File: config.mk
export PLATFORM = sky130hd
export DESIGN_NAME = div_share_arb_flat
export DESIGN_NICKNAME = d
export VERILOG_FILES = /design/src/rtl/div_share_arb_pkg.sv /design/src/rtl/div_share_arb_if.sv /design/src/rtl/div_share_arb_seq_div_core.sv /design/src/rtl/div_share_arb.sv /design/src/flat_wrapper.sv
export SDC_FILE = /design/constraint.sdc
export NUM_CORES = 1
export LEC_CHECK = 0
export ABC_CLOCK_PERIOD_IN_PS = 7300
export BUFFER_PORTS_ARGS = -buffer_cell sky130_fd_sc_hd__buf_2
export CELL_PAD_IN_SITES_DETAIL_PLACEMENT = 1
export CELL_PAD_IN_SITES_GLOBAL_PLACEMENT = 2
export CORE_MARGIN = 4
export CORE_UTILIZATION = 36
export DETAILED_ROUTE_END_ITERATION = 6
export PLACE_DENSITY_LB_ADDON = 0.1
export SLEW_MARGIN = 20
export SYNTH_ARGS = -nofsm -noshare
export SYNTH_HDL_FRONTEND = slang
export SYNTH_SLANG_ARGS = --single-unit
File: constraint.sdc
create_clock -name clk -period 7.3 [get_ports clk]
set_input_delay 2.19 -clock clk [delete_from_list [all_inputs] [get_ports clk]]
set_output_delay 2.19 -clock clk [all_outputs]
set_load 0.03 [all_outputs]
File: src/rtl/div_share_arb_pkg.sv
// Shared types and constants for the divider-sharing arbiter.
package div_share_pkg;

    localparam int W_DEF = 18;

    // Quotient reported for a zero divisor.
    localparam logic [W_DEF-1:0] QMAX = {W_DEF{1'b1}};

    typedef enum logic [1:0] {
        IDLE = 2'd0,
        RUN  = 2'd1,
        FIN  = 2'd2,
        REL  = 2'd3
    } state_e;

endpackage

File: src/rtl/div_share_arb_if.sv
// Client-side bundle of the divider-sharing arbiter: requests, operands and shared results.
interface div_share_if
    import div_share_pkg::*;
#(
    parameter int N_REQ = 3,
    parameter int W     = W_DEF
);
    logic [N_REQ-1:0]   req_i;
    logic [N_REQ*W-1:0] dividend_i;
    logic [N_REQ*W-1:0] divisor_i;
    logic [N_REQ-1:0]   gnt_o;
    logic [N_REQ-1:0]   done_o;
    logic [W-1:0]       quotient_o;
    logic [W-1:0]       remainder_o;
    logic               dz_o;
    logic               busy_o;

    // Clients drive requests and operands.
    modport master (
        output req_i, dividend_i, divisor_i,
        input  gnt_o, done_o, quotient_o, remainder_o, dz_o, busy_o
    );

    // The arbiter consumes requests and returns results.
    modport slave (
        input  req_i, dividend_i, divisor_i,
        output gnt_o, done_o, quotient_o, remainder_o, dz_o, busy_o
    );
endinterface

File: src/rtl/div_share_arb_seq_div_core.sv
// Restoring unsigned divider: one quotient bit per cycle, MSB first, W cycles per start.
// A zero divisor is never presented here; the arbiter bypasses the core for that case.
module seq_div_core
    import div_share_pkg::*;
#(
    parameter int W = W_DEF
) (
    input  logic         clk,
    input  logic         rstn,
    input  logic         start_i,
    input  logic [W-1:0] dividend_i,
    input  logic [W-1:0] divisor_i,
    output logic         busy_o,
    output logic         done_o,
    output logic [W-1:0] quotient_o,
    output logic [W-1:0] remainder_o
);
    localparam int CW = $clog2(W + 1);

    logic [CW-1:0] cnt_q, cnt_d;
    logic          busy_q, busy_d;
    logic          done_q, done_d;
    logic [W-1:0]  quo_q, quo_d;
    logic [W-1:0]  div_q, div_d;
    logic [W:0]    rem_q, rem_d;
    logic [W:0]    rem_sh;
    logic          take;

    // One restoring step: shift in the next dividend bit, subtract when it fits.
    always_comb begin
        rem_sh = (rem_q << 1) | {{W{1'b0}}, quo_q[W-1]};
        take   = (rem_sh >= {1'b0, div_q});
        cnt_d  = cnt_q;
        busy_d = busy_q;
        done_d = 1'b0;
        quo_d  = quo_q;
        div_d  = div_q;
        rem_d  = rem_q;
        if (start_i) begin
            cnt_d  = '0;
            busy_d = 1'b1;
            quo_d  = dividend_i;
            div_d  = divisor_i;
            rem_d  = '0;
        end else if (busy_q) begin
            rem_d = take ? (rem_sh - {1'b0, div_q}) : rem_sh;
            quo_d = {quo_q[W-2:0], take};
            cnt_d = cnt_q + CW'(1);
            if (cnt_q == CW'(W - 1)) begin
                busy_d = 1'b0;
                done_d = 1'b1;
            end
        end
    end

    // Core state registers, cleared by the system reset.
    always_ff @(posedge clk or negedge rstn) begin
        if (!rstn) begin
            cnt_q  <= '0;
            busy_q <= 1'b0;
            done_q <= 1'b0;
            quo_q  <= '0;
            div_q  <= '0;
            rem_q  <= '0;
        end else begin
            cnt_q  <= cnt_d;
            busy_q <= busy_d;
            done_q <= done_d;
            quo_q  <= quo_d;
            div_q  <= div_d;
            rem_q  <= rem_d;
        end
    end

    assign busy_o      = busy_q;
    assign done_o      = done_q;
    assign quotient_o  = quo_q;
    assign remainder_o = rem_q[W-1:0];

endmodule

File: src/rtl/div_share_arb.sv
// Round-robin arbiter sharing one sequential divider among N_REQ clients.
// Each operation: grant, W iterations (or a one-cycle zero-divisor bypass), done pulse, release.
module div_share_arb
    import div_share_pkg::*;
#(
    parameter int N_REQ = 3,
    parameter int W     = W_DEF
) (
    input  logic       clk,
    input  logic       rstn,
    div_share_if.slave bus
);
    localparam int PW = (N_REQ > 1) ? $clog2(N_REQ) : 1;

    state_e           state_q, state_d;
    logic [PW-1:0]    ptr_q, ptr_d;
    logic [PW-1:0]    sel_q, sel_d;
    logic [N_REQ-1:0] gnt_q, gnt_d;
    logic [N_REQ-1:0] done_q, done_d;
    logic [W-1:0]     dvd_q, dvd_d;
    logic [W-1:0]     dvs_q, dvs_d;
    logic [W-1:0]     quot_q, quot_d;
    logic [W-1:0]     rem_q, rem_d;
    logic             dz_q, dz_d;

    logic [PW-1:0]    pick;
    logic [W-1:0]     pick_dvd, pick_dvs;
    logic             core_start, core_busy, core_done;
    logic [W-1:0]     core_quot, core_rem;

    // First requester found searching upward from ptr, wrapping modulo N_REQ.
    function automatic logic [PW-1:0] rr_pick(input logic [N_REQ-1:0] req,
                                              input logic [PW-1:0]    ptr);
        logic [PW-1:0] win;
        logic          found;
        int            idx;
        win   = ptr;
        found = 1'b0;
        for (int i = 0; i < N_REQ; i++) begin
            idx = (int'(ptr) + i) % N_REQ;
            if (!found && req[PW'(idx)]) begin
                win   = PW'(idx);
                found = 1'b1;
            end
        end
        return win;
    endfunction

    assign pick     = rr_pick(bus.req_i, ptr_q);
    assign pick_dvd = bus.dividend_i[int'(pick)*W +: W];
    assign pick_dvs = bus.divisor_i[int'(pick)*W +: W];

    seq_div_core #(.W(W)) u_core (
        .clk         (clk),
        .rstn        (rstn),
        .start_i     (core_start),
        .dividend_i  (pick_dvd),
        .divisor_i   (pick_dvs),
        .busy_o      (core_busy),
        .done_o      (core_done),
        .quotient_o  (core_quot),
        .remainder_o (core_rem)
    );

    // Sequencing: grant/latch, wait for core (or zero-divisor bypass), report, release.
    // The zero-divisor test is made on the latched divisor during the first RUN cycle,
    // so a zero-divisor operation reports one edge after the grant with the core idle.
    always_comb begin
        state_d    = state_q;
        ptr_d      = ptr_q;
        sel_d      = sel_q;
        gnt_d      = gnt_q;
        done_d     = '0;
        dvd_d      = dvd_q;
        dvs_d      = dvs_q;
        quot_d     = quot_q;
        rem_d      = rem_q;
        dz_d       = dz_q;
        core_start = 1'b0;
        case (state_q)
            IDLE: begin
                if (|bus.req_i && !core_busy) begin
                    sel_d       = pick;
                    dvd_d       = pick_dvd;
                    dvs_d       = pick_dvs;
                    gnt_d       = '0;
                    gnt_d[pick] = 1'b1;
                    core_start  = (pick_dvs != '0);
                    state_d     = RUN;
                end
            end
            RUN: begin
                if (dvs_q == '0) begin
                    quot_d  = {W{1'b1}};
                    rem_d   = dvd_q;
                    dz_d    = 1'b1;
                    done_d  = gnt_q;
                    state_d = FIN;
                end else if (core_done) begin
                    quot_d  = core_quot;
                    rem_d   = core_rem;
                    dz_d    = 1'b0;
                    done_d  = gnt_q;
                    state_d = FIN;
                end
            end
            FIN: begin
                ptr_d   = (sel_q == PW'(N_REQ - 1)) ? '0 : sel_q + PW'(1);
                state_d = REL;
            end
            REL: begin
                gnt_d   = '0;
                state_d = IDLE;
            end
            default: state_d = IDLE;
        endcase
    end

    // Arbiter registers; reset aborts any operation in flight without a done pulse.
    always_ff @(posedge clk or negedge rstn) begin
        if (!rstn) begin
            state_q <= IDLE;
            ptr_q   <= '0;
            sel_q   <= '0;
            gnt_q   <= '0;
            done_q  <= '0;
            dvd_q   <= '0;
            dvs_q   <= '0;
            quot_q  <= '0;
            rem_q   <= '0;
            dz_q    <= 1'b0;
        end else begin
            state_q <= state_d;
            ptr_q   <= ptr_d;
            sel_q   <= sel_d;
            gnt_q   <= gnt_d;
            done_q  <= done_d;
            dvd_q   <= dvd_d;
            dvs_q   <= dvs_d;
            quot_q  <= quot_d;
            rem_q   <= rem_d;
            dz_q    <= dz_d;
        end
    end

    assign bus.gnt_o       = gnt_q;
    assign bus.done_o      = done_q;
    assign bus.quotient_o  = quot_q;
    assign bus.remainder_o = rem_q;
    assign bus.dz_o        = dz_q;
    assign bus.busy_o      = (state_q != IDLE);

endmodule

File: src/flat_wrapper.sv
// flat-port wrapper written by rule: the top's interface ports become plain ports
module div_share_arb_flat import div_share_pkg::*;
#(
    parameter int N_REQ = 3,
    parameter int W     = W_DEF
)
  (clk, rstn, bus_req_i, bus_dividend_i, bus_divisor_i, bus_gnt_o, bus_done_o, bus_quotient_o, bus_remainder_o, bus_dz_o, bus_busy_o);
  div_share_if #(.N_REQ(N_REQ), .W(W)) bus_i ();
  input  logic clk;
  input  logic rstn;
  input wire logic [$bits(bus_i.req_i)-1:0] bus_req_i;
  input wire logic [$bits(bus_i.dividend_i)-1:0] bus_dividend_i;
  input wire logic [$bits(bus_i.divisor_i)-1:0] bus_divisor_i;
  output wire logic [$bits(bus_i.gnt_o)-1:0] bus_gnt_o;
  output wire logic [$bits(bus_i.done_o)-1:0] bus_done_o;
  output wire logic [$bits(bus_i.quotient_o)-1:0] bus_quotient_o;
  output wire logic [$bits(bus_i.remainder_o)-1:0] bus_remainder_o;
  output wire logic [$bits(bus_i.dz_o)-1:0] bus_dz_o;
  output wire logic [$bits(bus_i.busy_o)-1:0] bus_busy_o;
  assign bus_i.req_i = bus_req_i;
  assign bus_i.dividend_i = bus_dividend_i;
  assign bus_i.divisor_i = bus_divisor_i;
  assign bus_gnt_o = bus_i.gnt_o;
  assign bus_done_o = bus_i.done_o;
  assign bus_quotient_o = bus_i.quotient_o;
  assign bus_remainder_o = bus_i.remainder_o;
  assign bus_dz_o = bus_i.dz_o;
  assign bus_busy_o = bus_i.busy_o;
  div_share_arb #(.N_REQ(N_REQ), .W(W)) u_core (.clk(clk), .rstn(rstn), .bus(bus_i));
endmodule
==> results of run 1 <==
-- how the worst min path moves through the flow --
stage	to	startpoint	cells after the start
floorplan	u_core.dvs_q[9]$_DFFE_PN0P_	u_core.dvs_q[9]$_DFFE_PN0P_	2
detailed placement	u_core.dvs_q[3]$_DFFE_PN0P_	u_core.dvs_q[3]$_DFFE_PN0P_	2
global route	u_core.dvd_q[8]$_DFFE_PN0P_	u_core.dvd_q[8]$_DFFE_PN0P_	2
global placement	u_core.bus.quotient_o[15]$_DFFE_PN0P_	u_core.bus.quotient_o[15]$_DFFE_PN0P_	2
CTS	u_core.dvs_q[3]$_DFFE_PN0P_	u_core.dvs_q[3]$_DFFE_PN0P_	2
finish	u_core.bus.quotient_o[17]$_DFFE_PN0P_	u_core.bus.quotient_o[17]$_DFFE_PN0P_	2
-- routing by layer --
metal	routed length (um)	track usage, %	share of wire [%]	vias to the layer above
met5	0	0	0	-
met4	331	4.892	1.3	0
met3	1165	4.103	4.7	22
met2	11730	32.64	47	178
met1	11810	26.78	47	3469
li1	-	-	-	3538
-- metrics by stage --
stage	power (W)	setup WS, ps	utilization (%)	cells
after floorplan	0.003813	2463	-	932
after global placement	0.004709	1451	41.13	1331
after detailed placement	0.004767	1401	41.13	1331
after CTS	0.005671	1858	43.76	1363
after global routing	0.006099	1649	43.76	1363
final	0.005595	1854	43.76	1363
-- critical path: cells and delay by family --
kind	cells	cell delay, ps
and+or+nand+nor	3	1010
buffers and inverters	2	520
AOI/OAI and AO/OA	6	2070
-- cell families (layout without fill, tap and decap cells) --
group           Yosys count  after routing
xor+xnor                 14             14
mux                      61             61
buf+inv                  90            236
flops                   146            146
fa+ha+maj                30             30
compound gates          262            262
simple gates            329            329
-- layout by cell type, fill, tap and decap left out, types with 22 or more instances in the layout --
cell type,n
mux2i_1,58
inv_1,36
nor2_1,55
a21oi_1,33
buf_2,155
nand2_1,193
dfrtp_1,146
nand3_1,22
ha_1,29
o21ai_0,116
-- power by group through the flow --
stage / Combinational (W) / Sequential, W / Clock (W)
3_3_place_gp: 0.00326 / 0.00145 / 0
4_1_cts: 0.00332 / 0.00145 / 0.000903
3_5_place_dp: 0.00331 / 0.00146 / 0
6_report: 0.00327 / 0.00144 / 0.000880
5_1_grt: 0.00366 / 0.00149 / 0.000944
2_1_floorplan: 0.00232 / 0.00149 / 0
-- state kept, by name, summed over array words and instances, names as in the netlist --
signal,cells
u_core.bus.done_o,3
u_core.bus.dz_o,1
u_core.bus.gnt_o,3
u_core.u_core.done_o,1
u_core.ptr_q,2
u_core.u_core.busy_o,1
u_core.u_core.quotient_o,18
u_core.sel_q,2
u_core.dvs_q,18
u_core.u_core.cnt_q,5
u_core.bus.remainder_o,18
u_core.u_core.div_q,18
u_core.u_core.rem_q,18
u_core.dvd_q,18
u_core.state_q,2
u_core.bus.quotient_o,18
-- final cells by class --
cell class,instances,area (um2)
well taps,285,356.6
multi-input cells,696,4290
inverters,36,135.1
fillers,2711,12730
repair buffers,168,877.1
clock inverters,13,151.4
clock buffers,19,442.9
flip-flops and latches,146,3654
==> results by group, run 1 <==
Critical path
  – CP Launch Type: primary input
  – CP max FO: 22
  – WS Path Type: primary input to flop
  – Reg-to-reg startpoint: u_core.ptr_q[0]$_DFFE_PN0P_
  – Worst EP required: 7650 ps
  – Cell Chain, Critical Path: buf_2 > nor2b_1 > o31ai_1 > a32oi_2 > a221oi_1 > a2111o_1 > or4_4 > o31a_1 > buf_4 > nor2_8 > a21o_1
  – Crit path to: u_core.u_core.quotient_o[15]$_DFFE_PN0P_
  – Crit. End Element: flop
  – CP startpoint: bus_req_i[2]
  – Worst Reg-to-Reg Cells: 12
  – Largest stage delay, worst path: 620 ps
  – Slowest cell on crit path: a32oi_2
  – Crit path arrival time: roughly 5800 ps
  – Reg2Reg Setup Slack: between 2000 and 3000 ps
  – Reg2Reg Capture Point: u_core.u_core.quotient_o[15]$_DFFE_PN0P_

Logic synthesis
  – Synth Register Bits: between 100 and 150
  – Post-synthesis adder-cell area fraction: 4.618%
  – Count of cell types in the netlist: between 70 and 80
  – Post-synth EDFFs: 0
  – Dominant cell type by area after synthesis: dfrtp_1
  – Post-synthesis cell area: 8290 um2
  – Post-synthesis xor/xnor area fraction: roughly 1.5%
  – Syn_nets: between 1000 and 1500
  – Complex-gate fraction of the synthesized area: 20.45%
  – Synth area leaders: dfrtp_1, nand2_1, o21ai_0
  – Synth Instances: roughly 930
  – Synth async-reset ratio: 100.0%
  – Most frequent cell after synthesis: nand2_1
  – Simple-gate share of the synthesized area: about 17%
  – Synth cell count leaders: nand2_1, dfrtp_1, o21ai_0, mux2i_1, nor2_1
  – Syn Area/Cell: slightly below 9 um2
  – Mux share of post-synthesis cell area: under 10%
  – Synth warn: 0
  – Main combinational cell family by area after synthesis: compound AO/OA/AOI/OAI gates
  – Prevailing post-synth register cell: dfrtp_1
  – Register area share after synthesis: about 44%
  – Post-synth top area share: approximately 44%

Power
  – Leak: slightly below 5 nW
  – Reg power frac: about 26%
  – Peak VDD IR: ~0.00023 V
  – Cell-internal power: approximately 0.003 W
  – Comb pwr share: 58.5%
  – Clock power frac: ~16%
  – Net Sw Frac: between 40% and 50%
  – Switching Power: roughly 0.0027 W
  – PwrDens: ~560 nW/um2

GRT
  – Global route total overflow: 0
  – Vias in the first global route: approximately 7600
  – Total track usage: 19.79%
  – Largest net degree at the start of global routing: roughly 100
  – First-pass GRT wire length: between 40 and 50 mm
  – Initial antenna violation count: 0

Timing
  – Hold Violations, Final: 0
  – Period utilization: between 70% and 80%
  – Final setup viols: 0
  – Setup TNS: 0 ps
  – Clock period minus worst slack: 5446 ps
  – Worst hold margin: 472.1 ps
  – Fin Clk Skew: about 17 ps
  – F_max: 0.1836 GHz
  – Slew @ Worst Pin: 942.6 ps
  – Final Slew Violations: 0
  – Worst slew margin: 37.16%
  – RSZ-0062 raised after global routing: false

Drt
  – Vias: 7207
  – DRC: 0
  – WL per Instance: ~18 um
  – Total wire length: between 20 and 30 mm
  – DR pass1 iterations: 5
  – Final ANT Viol Nets: 0
  – First DRT Iteration DRCs: approximately 340
  – Drt via density: 5.288

Die
  – IO Count: roughly 160
  – Core ar.: between 20000 and 25000 um2
  – DIE WIDTH: roughly 160 um
  – Die Ht: approximately 160 um
  – # rows: 55
  – Starting density of the core: between 30% and 40%
  – Die ar.: 25520 um2

Hold path
  – Hold Path Class: flop to flop

CTS
  – Clk Latency, worst-skew pair: around 430 ps
  – Num Clock Sinks: about 150
  – Clk buf depth: 2
  – Clock Tree Root: clkbuf_16
  – Num CTS Buffers: 17
  – Worst-path clk slew: 60 ps
  – Setup Fix Bufs, Post-CTS: 0
  – Hold_buf cts: 0
  – H-tree depth: 4
  – TritonCTS clock tree: done
  – CTS resizes: 0

Cells and area
  – Ant. Diodes: 0
  – Synth-to-layout area growth: 19.50%
  – Layout cells sized above 1: around a fifth
  – Final Instance Area: 9907 um2
  – Final net count: between 1000 and 1500

Status
  – Status: completed

Placed design
  – GPL Wtd Cong: between 0.7 and 0.8
  – IO Port Bufs: approximately 160
  – Hpwl dp: about 19 mm
  – DP Area: 9313 um2

Flow run
  – Maxcap violations: 0
Power figures use the tool's default switching activity.
==> run 2, diff against run 1 <==
- ABC_AREA: unset -> 1
- ABC_CLOCK_PERIOD_IN_PS: 7300 -> 5350
- CORE_UTILIZATION: 36 -> 32
- clock period: 7.3 -> 5.35 ns (I/O delays scaled with it)
==> run 2 against run 1 <==
Against the previous run: die area up 14%; power up 45%; clock skew up 3.7 ps; hold slack better by 10 ps; clock power up 43%; first-iteration DRC count down 4.2%; global-route usage down 0.16 points; critical path type unchanged; largest power group unchanged; setup slack worse by 830 ps; critical path depth up 8.
==> results by group, run 2 <==
Placed design
  – GPL Wtd Cong: 0.8038
  – Hpwl dp: 20.79 mm
  – IO Port Bufs: about 160
  – DP Area: about 9500 um2
  – Dpl ws: 550.0 ps

Logic synthesis
  – Synth warn: 0
  – Synth Instances: between 1000 and 1500
  – Synth async-reset ratio: 100.0%
  – Main combinational cell family by area after synthesis: simple AND/OR/NAND/NOR gates
  – Complex-gate fraction of the synthesized area: 13.24%
  – Prevailing post-synth register cell: dfrtp_1
  – Register area share after synthesis: a little over two fifths
  – Synth cell count leaders: nand2_1, dfrtp_1, o21ai_0, nor2_1, inv_1
  – Dominant cell type by area after synthesis: dfrtp_1
  – Count of cell types in the netlist: 47
  – Mux share of post-synthesis cell area: 0%
  – Post-synth EDFFs: 0
  – Post-synth top area share: between 40 and 50%
  – Synth area leaders: dfrtp_1, nand2_1, o21ai_0
  – Synth Register Bits: 146
  – Syn_nets: 1264
  – Most frequent cell after synthesis: nand2_1
  – Post-synthesis xor/xnor area fraction: approximately 1.6%
  – Post-synthesis cell area: approximately 8400 um2
  – Post-synthesis adder-cell area fraction: between 4 and 5%
  – Syn Area/Cell: around 7.5 um2
  – Simple-gate share of the synthesized area: between 20% and 30%

Power
  – Leak: 5.234 nW
  – Peak VDD IR: 0.0002975 V
  – PwrDens: about 800 nW/um2

Timing
  – RSZ-0062 raised after global routing: false
  – Worst slew margin: between 30 and 40%
  – F_max: 0.2311 GHz
  – Fin Clk Skew: approximately 21 ps
  – Period utilization: about four fifths
  – Hold Violations, Final: 0
  – Final Slew Violations: 0
  – Slew @ Worst Pin: ~1000 ps
  – Setup TNS: 0 ps
  – Final setup viols: 0
  – Clock period minus worst slack: ~4300 ps
  – Final WS setup: 1022 ps

Drt
  – Total wire length: roughly 28 mm
  – Drt via density: 4.888
  – DR pass1 iterations: 4
  – First DRT Iteration DRCs: between 300 and 400
  – Final ANT Viol Nets: 0
  – Vias: between 7000 and 8000
  – WL per Instance: around 17 um
  – DRC: 0

Hold path
  – Hold Path Sink: u_core.dvd_q[17]$_DFFE_PN0P_
  – Hold_sp: u_core.dvd_q[17]$_DFFE_PN0P_
  – Hold Path Class: flop to flop
  – Hold path cells: 2

CTS
  – Num CTS Buffers: 17
  – Setup Fix Bufs, Post-CTS: 0
  – Clock Tree Root: clkbuf_16
  – CTS resizes: 0
  – Num Clock Sinks: about 150
  – H-tree depth: 4
  – TritonCTS clock tree: done
  – Hold_buf cts: 0
  – Clk Latency, worst-skew pair: ~430 ps
  – Worst-path clk slew: ~60 ps
  – Clk buf depth: 2

Critical path
  – Crit path arrival time: about 4700 ps
  – Crit. End Element: flop
  – Worst Reg-to-Reg Cells: 19
  – WS Path Type: primary input to flop
  – CP max FO: 37
  – CP Launch Type: primary input
  – Reg-to-reg startpoint: u_core.ptr_q[0]$_DFFE_PN0P_
  – Reg2Reg Setup Slack: 1460 ps
  – Reg2Reg Capture Point: u_core.u_core.quotient_o[16]$_DFFE_PN0P_
  – Worst EP required: roughly 5700 ps

Cells and area
  – Layout cells sized above 1: a little under a fifth
  – Final net count: about 1400
  – Most frequent cells in the layout: nand2_1, buf_2, dfrtp_1
  – Synth-to-layout area growth: 19.59%
  – Most common cell after layout, fill and taps aside: nand2_1
  – Ant. Diodes: 0
  – Final Instance Area: slightly above 10000 um2

GRT
  – Largest net degree at the start of global routing: 94
  – Total track usage: between 10% and 20%
  – Vias in the first global route: 8111
  – Initial antenna violation count: 0
  – Global route total overflow: 0
  – First-pass GRT wire length: around 45 mm

Die
  – # rows: a little under 60
  – Core ar.: 25980 um2
  – Starting density of the core: between 30% and 40%
  – Die Ht: about 170 um
  – IO Count: approximately 160
  – DIE WIDTH: 170.4 um
  – Die ar.: around 29000 um2

Flow run
  – Maxcap violations: 0

Status
  – Status: completed
run 2: layer usage:
layer	share of wire, %	vias up	wire [um]	global-route usage [%]
met5	0	-	0	0
met4	0.82	0	230	4.167
met3	3.8	12	1065	2.811
met2	46	139	12830	30.90
met1	49	3775	13760	28.84
li1	-	3900	-	-
run 2: worst max-delay path, stage by stage:
cell	delay (ps)
buf_2	110
inv_1	90
nand2_1	70
nand3_1	120
nand2_2	90
nor2_8	170
nand3_4	210
nand2_8	290
inv_4	170
nor2_1	130
nor2_1	70
nor2_1	100
nand2_1	80
nor2_2	150
nand3_4	260
nand2_4	340
buf_4	360
nand3_1	130
nand2_1	110
run 2: metrics by stage:
step	total power [W]	utilization, %	hold slack [ps]	instances
global route	0.009018	38.84	498.4	1601
floorplan	0.005550	-	448.3	1121
finish	0.008116	38.84	482.4	1601
detailed placement	0.006944	36.45	468.9	1569
global placement	0.006847	36.45	464.2	1569
CTS	0.008264	38.84	487.4	1601
run 2: area by class of cell:
cell class,count,area (um2)
Clock inverter,15,195.2
Fill cell,3318,15890
Timing Repair Buffer,167,882.1
Sequential cell,146,3654
Multi-Input combinational cell,809,4094
Clock buffer,17,425.4
Inverter,112,422.9
Tap cell,335,419.2
run 2: worst max path at each step:
stage                                                to    startpoint  slack (ps)
6_report       u_core.u_core.quotient_o[16]$_DFFE_PN0P_  bus_req_i[1]        1020
2_1_floorplan  u_core.u_core.quotient_o[10]$_DFFE_PN0P_  bus_req_i[1]        1790
5_1_grt        u_core.u_core.quotient_o[13]$_DFFE_PN0P_  bus_req_i[1]         650
3_5_place_dp   u_core.u_core.quotient_o[13]$_DFFE_PN0P_  bus_req_i[1]         550
4_1_cts        u_core.u_core.quotient_o[16]$_DFFE_PN0P_  bus_req_i[1]        1000
3_3_place_gp   u_core.u_core.quotient_o[14]$_DFFE_PN0P_  bus_req_i[1]         680
run 2: where the power goes:
| group | switching, W | leakage [nW] | internal (W) | total (W) |
|---|---|---|---|---|
| clock network | 0.000551 | 0.300 | 0.000713 | 0.00126 |
| logic | 0.00331 | 3.10 | 0.00153 | 0.00484 |
| registers | 0.000382 | 1.83 | 0.00163 | 0.00201 |
run 2: kinds of logic after synthesis:
logic type / Yosys count
simple gates: 558
flops: 146
xor+xnor: 15
fa+ha+maj: 30
buf+inv: 166
compound gates: 206
